$ cat src/rtl/db15_pkg.sv
// Shared constants and types for the DB15 pad emulator: frame geometry,
// button bit positions and the shift-chain state encoding.
package db15_pkg;

  localparam int BTN_BITS   = 12;
  localparam int FRAME_BITS = 2 * BTN_BITS;
  localparam int CNT_W      = $clog2(FRAME_BITS + 1);

  // Button positions within a player word, LS FEDCBAUDLR order.
  localparam int BTN_R  = 0;
  localparam int BTN_L  = 1;
  localparam int BTN_D  = 2;
  localparam int BTN_U  = 3;
  localparam int BTN_A  = 4;
  localparam int BTN_B  = 5;
  localparam int BTN_C  = 6;
  localparam int BTN_DB = 7;
  localparam int BTN_E  = 8;
  localparam int BTN_F  = 9;
  localparam int BTN_S  = 10;
  localparam int BTN_LS = 11;

  typedef enum logic [1:0] {
    IDLE  = 2'd0,
    LOAD  = 2'd1,
    SHIFT = 2'd2,
    DONE  = 2'd3
  } state_t;

  // Wire-level frame: active-low buttons, P1 in the low half so bit 0 leaves first.
  function automatic logic [FRAME_BITS-1:0] frame_word(input logic [BTN_BITS-1:0] p1,
                                                       input logic [BTN_BITS-1:0] p2);
    return ~{p2, p1};
  endfunction

endpackage

$ cat src/rtl/db15_sync_edge.sv
// Multi-stage synchroniser for an idle-high asynchronous host wire, with
// registered level and single-cycle rise/fall pulses aligned to that level.
module db15_sync_edge #(
  parameter int STAGES = 2
) (
  input  logic clk,
  input  logic RESET_L,
  input  logic din,
  output logic level,
  output logic rise,
  output logic fall
);

  logic [STAGES-1:0] sync;

  always_ff @(posedge clk) begin
    if (!RESET_L) begin
      sync  <= '1;
      level <= 1'b1;
      rise  <= 1'b0;
      fall  <= 1'b0;
    end else begin
      sync  <= {sync[STAGES-2:0], din};
      level <= sync[STAGES-1];
      // Pulses appear in the same cycle the registered level takes its new value.
      rise  <= sync[STAGES-1] & ~level;
      fall  <= ~sync[STAGES-1] & level;
    end
  end

endmodule

$ cat src/rtl/db15_pad_emulator.sv
// Device-side DB15 joystick responder: parallel-load/serial-out chain driven
// by the host's asynchronous JOY_LOAD / JOY_CLK wires, all logic in clk domain.
module db15_pad_emulator
  import db15_pkg::*;
#(
  parameter int SYNC_STAGES = 2
) (
  input  logic                clk,
  input  logic                RESET_L,
  input  logic [BTN_BITS-1:0] joystick1,
  input  logic [BTN_BITS-1:0] joystick2,
  input  logic                joy_load,
  input  logic                joy_clk,
  output logic                joy_data,
  output logic                frame_done,
  output logic                overrun
);

  localparam logic [CNT_W-1:0] LAST_BIT = CNT_W'(FRAME_BITS - 1);
  localparam logic [CNT_W-1:0] FULL_CNT = CNT_W'(FRAME_BITS);

  state_t                  state;
  logic [FRAME_BITS-1:0]   shreg;
  logic [CNT_W-1:0]        bit_cnt;
  logic [FRAME_BITS-1:0]   frame;

  logic clk_level, clk_rise, clk_fall;
  logic load_level, load_rise, load_fall;
  logic unused_sync;

  db15_sync_edge #(.STAGES(SYNC_STAGES)) u_clk_sync (
    .clk     (clk),
    .RESET_L (RESET_L),
    .din     (joy_clk),
    .level   (clk_level),
    .rise    (clk_rise),
    .fall    (clk_fall)
  );

  db15_sync_edge #(.STAGES(SYNC_STAGES)) u_load_sync (
    .clk     (clk),
    .RESET_L (RESET_L),
    .din     (joy_load),
    .level   (load_level),
    .rise    (load_rise),
    .fall    (load_fall)
  );

  assign unused_sync = ^{clk_level, clk_fall, load_rise};
  assign frame       = frame_word(joystick1, joystick2);

  always_ff @(posedge clk) begin
    if (!RESET_L) begin
      state      <= IDLE;
      shreg      <= '1;
      bit_cnt    <= '0;
      joy_data   <= 1'b1;
      frame_done <= 1'b0;
      overrun    <= 1'b0;
    end else begin
      frame_done <= 1'b0;
      // Load low dominates everything, including a coincident clock edge.
      if (load_fall || !load_level) begin
        state    <= LOAD;
        shreg    <= frame;
        bit_cnt  <= '0;
        overrun  <= 1'b0;
        joy_data <= frame[0];
      end else begin
        unique case (state)
          IDLE: begin
            joy_data <= 1'b1;
          end
          LOAD, SHIFT: begin
            state <= SHIFT;
            if (clk_rise) begin
              shreg    <= {1'b1, shreg[FRAME_BITS-1:1]};
              joy_data <= shreg[1];
              if (bit_cnt == LAST_BIT) begin
                frame_done <= 1'b1;
                bit_cnt    <= FULL_CNT;
                state      <= DONE;
              end else begin
                bit_cnt <= bit_cnt + CNT_W'(1);
              end
            end
          end
          DONE: begin
            joy_data <= 1'b1;
            if (clk_rise) overrun <= 1'b1;
          end
          default: state <= IDLE;
        endcase
      end
    end
  end

endmodule

$ cat config.mk
export PLATFORM = sky130hd
export DESIGN_NAME = db15_pad_emulator
export DESIGN_NICKNAME = d
export VERILOG_FILES = /design/src/rtl/db15_pkg.sv /design/src/rtl/db15_sync_edge.sv /design/src/rtl/db15_pad_emulator.sv
export SDC_FILE = /design/constraint.sdc
export NUM_CORES = 1
export LEC_CHECK = 0
export ABC_AREA = 1
export CORE_MARGIN = 1
export CORE_UTILIZATION = 40
export CTS_BUF_LIST = sky130_fd_sc_hd__clkbuf_4 sky130_fd_sc_hd__clkbuf_8
export DETAILED_ROUTE_END_ITERATION = 16
export GPL_TIMING_DRIVEN = 1
export PLACE_DENSITY = 0.67
export SLEW_MARGIN = 0
export SYNTH_ARGS = -nofsm -noshare
export SYNTH_HDL_FRONTEND = slang
export SYNTH_SLANG_ARGS = --single-unit
$ cat constraint.sdc
create_clock -name clk -period 1.2 [get_ports clk]
set_input_delay 0.24 -clock clk [delete_from_list [all_inputs] [get_ports clk]]
set_output_delay 0.24 -clock clk [all_outputs]
set_load 0.03 [all_outputs]
Word level (Yosys, flattened, before mapping):

Cells that the tools add are included.

* $add $sub $neg: 1
* bitwise operators: 8
* equal/unequal tests: 5
* reductions and logical operators: 12
* mux-type cells: 12

Operators with widths (count)
* 2-to-1 mux 24 bit: 3
* inverter 24 bit: 1
* 2-to-1 mux 1 bit: 7
* AND reduction 2 bit: 3
* OR reduction 2 bit: 3
* adder 5 x 1 -> 5 bit (second input constant): 1
* equality test 5 bit (second input constant): 1
* 2-to-1 mux 5 bit: 1
* inverter 1 bit: 5
* equality test 2 bit (second input constant): 2
* nonzero test 2 bit: 2
* OR reduction 4 bit: 1
* inequality test 3 x 2 -> 1 bit (second input constant): 1
* AND 1 bit: 2
* equality test 2 x 1 -> 1 bit (second input constant): 1
* logical NOT 2 bit: 1
* one-hot mux 1 bit (2 select lines): 1
* logical NOT 1 bit: 1
* logical OR 1 bit: 1

* output and inout bits: 3
* bits in registers: 42

Longest topological paths before layout:

Gate-level depths: netlist of the first run.

* word-level depth: 5
* gate-level depth with buffers: 7

By module:

A second synthesis of the first run with hierarchy kept.

* cells, all modules: 240
* area, all modules: 1756.7 µm²

Modules (own cells, without submodules)
* db15_pad_emulator: seq. area each 660.6 µm², instances 1, cells an instance 212, area an instance 1483.9 µm²
* db15_sync_edge: seq. area each 100.1 µm², instances 2, cells an instance 14, area an instance 136.4 µm²

Least setup slack after synthesis of the first run:

No wires, ideal clock.

* path kind: register to register
* start: reg state[0]
* end: reg shreg[4]
* library setup time: 0.134 ns
* slack: -0.068 ns
* arrival time: 1.134 ns
* cell stages (with the launch flop): 8
* buffers on the path: 1
* data required time: 1.066 ns
* path through: dfxtp_1 > ha_1 > nand2_2 > nand2_1 > inv_2 > buf_6 > nand2_1 > nand3_1

* longest elaborated chain between the ends: 4
* elaborated cells between the ends (all ways): 5
* classes of those cells: 2 x eq/ne; 3 x reduce/logical

Ends and longest elaborated chain
* from (decl): RTL line db15_pad_emulator.sv:22 `state_t state;`
* from (signal assigned): RTL line db15_pad_emulator.sv:54 `state <= IDLE;`
* from (signal assigned): RTL line db15_pad_emulator.sv:64 `state <= LOAD;`
* from (signal assigned): RTL line db15_pad_emulator.sv:75 `state <= SHIFT;`
* equality test 2 x 1 -> 1 bit or equality test 2 bit (tied branches): RTL line db15_pad_emulator.sv:70 `unique case (state)`
* OR reduction 2 bit (*): RTL line db15_pad_emulator.sv:70
* nonzero test 2 bit (no line) (*)
* AND reduction 2 bit (no line) (*)
* to (signal assigned): RTL line db15_pad_emulator.sv:65 `shreg <= frame;`
* to (signal assigned): RTL line db15_pad_emulator.sv:77 `shreg <= {1'b1, shreg[FRAME_BITS-1:1]};`
* to (decl): RTL line db15_pad_emulator.sv:23 `logic [FRAME_BITS-1:0] shreg;`

Mark *: on every way between the ends. The rest lies on a longest branch, timed or not.
A chain may end at the register's enable or synchronous reset.

Worst setup path in the final report of the first run:

* start: reg state[0]
* end: reg bit_cnt[2]

* longest elaborated chain between the ends: 3
* elaborated cells between the ends (all ways): 4
* classes of those cells: 2 x eq/ne; 2 x reduce/logical

Ends and longest elaborated chain
* equality test 2 x 1 -> 1 bit or equality test 2 bit (tied branches): RTL line db15_pad_emulator.sv:70
* OR reduction 2 bit (*): RTL line db15_pad_emulator.sv:70
* AND reduction 2 bit (no line) (*)
* to (signal assigned): RTL line db15_pad_emulator.sv:84 `bit_cnt <= bit_cnt + CNT_W'(1);`
* to (decl): RTL line db15_pad_emulator.sv:24 `logic [CNT_W-1:0] bit_cnt;`

Marked as above.

==> results.yml, run 1 <==
grt:
  grt_max_degree: 25
  antenna_found_initial: 0
  grt_pass1_vias: 1288
  grtUsageTotal: 0.168
  grt_pass1_wl_um: 5480
  grt_overflow: 0
critical_path:
  crit_slowest_cell: "dfxtp_2"
  crit_arrival_ns: 1.49
  ff2ff_path_depth: 7
  max_stage_delay_ns: 0.34
  crit_type: "reg -> reg"
  start_kind: "flop"
  path_max_fanout: 4
  required_ns: 1.43
  cp-end-kind: "flop"
  worstPathCellList: "ha_4 > nand2_4 > buf_12 > inv_4 > buf_4 > nand2_1 > a21oi_2"
  cp_top_family: "flip-flops"
  worstSetupPathDepth: 7
  critPathBufInv: 3
die:
  num_rows: 22
  die_x_um: 65.8
  boundaryPins: 31
  core_sq_um: 3770
  start_util: 0.432
  fp.dieH_um: 65.8
  die_area_sq_um: 4330
clock_tree:
  cts_tree: "done"
  cts.clk_slew.worst_paths_ns: 0.08
  cts_buffer_depth: 2
  h-tree-depth: 2
  clock_latency_ns: 0.29
  holdBufCountCts: 0
  cts_root_buffer: "clkbuf_8"
  cts_made_buffers: 5
  cts_num_sinks: 41
logic_synthesis:
  syn_nets: 242
  synth_cells: 212
  ys_seq_area_frac: 0.503
  netlist_area_sq_um: 1630
  synth.yosys.warnings: 0
  ys_types: 21
  synth-seq-cells: 41
  syn_avg_cell_area_sq_um: 7.69
status:
  violations: "setup timing"
  status: "finished with violations"
timing:
  hold_slack_ns: 0.405
  worst_slack_ns: -0.0642
  drv_slew: 0
  hold_viol: 0
  min_period_over_period: 1.05
  rsz0062_at_grt: "yes"
  worst_pin_slew_ns: 0.247
  fin_skew_ns: 0.0100
  slew_headroom: 0.835
  finalSetupViolCount: 24
  timing.fmax_mhz: 791
  period_needed_ns: 1.26
placed_design:
  pre_cts_ws_ns: -0.173
  globalplace.congestion: 0.781
  port_buffers: 30
  dpl_cell_area_sq_um: 2040
  dp.final_hpwl_um: 2270
layout:
  final_common_cell: "nand2_1"
  final_cell_area_sq_um: 2230
  antenna_cells: 0
  fin_nets: 282
  drive_gt1_frac: 0.226
  area_growth_pct: 36.6
  layout_common_cells: "nand2_1 (42), dfxtp_1 (39), nor2_1 (32), clkdlybuf4s50_1 (27), nand3_1 (25)"
drt:
  vias_per_cell: 4.89
  ant_nets: 0
  drtIter0Drc: 89
  first_pass_iters: 4
  wl_per_cell_um: 11.3
  drc: 0
  drt-total-wl_um: 3400
  vias: 1466
power:
  p_per_area_nw_per_um2: 1230
  p_leak_nw: 1.01
  vdd_drop_max_mv: 0.584
worst_hold_path:
  hold_path_depth: 1
  min_path_type: "reg -> reg"
flow_run:
  maxCapViolations: 0
## metrics by stage
stage / utilization / std cells / TNS (ns) / total power [mW]
2_1_floorplan: - / 212 / 0 / 1.69
3_3_place_gp: 0.541 / 292 / -3.49 / 1.84
3_5_place_dp: 0.541 / 292 / -4.10 / 1.84
4_1_cts: 0.586 / 300 / -0.314 / 2.77
5_1_grt: 0.591 / 300 / -2.10 / 2.87
6_report: 0.591 / 300 / -0.317 / 2.74
## synthesized netlist by cell type (all sizes together)
cell type,number,area [sq um]
a21oi,28,148
buf,7,62.6
clkbuf,2,7.51
dfxtp,41,821
ha,2,25.0
inv,14,52.6
nand2,45,171
nand3,25,125
nand4,2,12.5
nor2,37,151
nor3,1,5.00
o21ai,2,10.0
o21bai,1,7.51
or2,5,31.3
## worst paths after layout
| check | start | end | slack, ns |
|---|---|---|---|
| setup / recovery | state[0] | bit_cnt[2] | -0.06 |
| hold / removal | u_clk_sync.level | u_clk_sync.rise | 0.40 |
| setup reg to reg | state[0] | bit_cnt[2] | -0.06 |
| hold reg to reg | u_clk_sync.level | u_clk_sync.rise | 0.40 |
## cell type report
type                       count  area, sq um
multi-input combinational    148          771
sequential                    41          823
timing repair buffer          42          423
fill                         350         1540
tap                           48         60.1
clock buffer                   7         90.1
inverter                      14         60.1
## per-layer routing
layer  vias up  wire length (um)  global-route usage
met5         -                 0                   0
met4         0                72              0.0679
met3         7               211              0.0569
met2        44              1520               0.265
met1       655              1590               0.207
li1        760                 -                   -
## flip-flops by register name (all words and copies together) (netlist names), 2 cells and up
signal / flops
shreg: 23
u_clk_sync.sync: 2
state: 2
u_load_sync.sync: 2
bit_cnt: 5
## repair_timing
item / 4_1_cts / 5_1_grt
endpoints found under the setup margin: 27 / 30
resized for setup: 23 / 6
pin swaps: 3 / 1
buffers inserted: 1 / 0
gates cloned: 0 / 0
## where the power goes
group          total (mW)  switching, mW  internal (mW)
Combinational       0.353          0.162          0.192
Sequential           1.48         0.0473           1.43
Clock               0.904          0.426          0.478
Total                2.74          0.635           2.10
## cell families (layout without fill, tap and decap cells)
logic type	after synthesis	after routing	share of synthesized area
AND/OR/NAND/NOR	115	115	0.305
flip-flops	41	41	0.503
AO/OA/AOI/OAI	31	31	0.101
buffers and inverters	23	63	0.0752
adder cells (fa/ha/maj)	2	2	0.0153
No activity file was read; power rests on OpenSTA's default activity.
==> inputs of run 2 (changes only) <==
--- a/config.mk
+++ b/config.mk
@@ -11,6 +11,7 @@
 export CTS_BUF_LIST = sky130_fd_sc_hd__clkbuf_4 sky130_fd_sc_hd__clkbuf_8
 export DETAILED_ROUTE_END_ITERATION = 16
 export GPL_TIMING_DRIVEN = 1
+export HOLD_SLACK_MARGIN = 0.06
 export PLACE_DENSITY = 0.67
 export SLEW_MARGIN = 0
 export SYNTH_ARGS = -nofsm -noshare
==> results of run 2 <==
Same layout as run 1: the final DEF is identical, and so are final timing and power.
==> inputs of run 3 (changes only) <==
--- a/config.mk
+++ b/config.mk
@@ -6,6 +6,7 @@
 export NUM_CORES = 1
 export LEC_CHECK = 0
 export ABC_AREA = 1
+export CAP_MARGIN = 20
 export CORE_MARGIN = 1
 export CORE_UTILIZATION = 40
 export CTS_BUF_LIST = sky130_fd_sc_hd__clkbuf_4 sky130_fd_sc_hd__clkbuf_8
@@ -13,6 +14,7 @@
 export GPL_TIMING_DRIVEN = 1
 export HOLD_SLACK_MARGIN = 0.06
 export PLACE_DENSITY = 0.67
+export SKIP_LAST_GASP = 1
 export SLEW_MARGIN = 0
 export SYNTH_ARGS = -nofsm -noshare
 export SYNTH_HDL_FRONTEND = slang
==> results of run 3 <==
Same layout as run 1: the final DEF is identical, and so are final timing and power.
Main changes from that run: via count of the first global-routing pass 1288 -> 1285
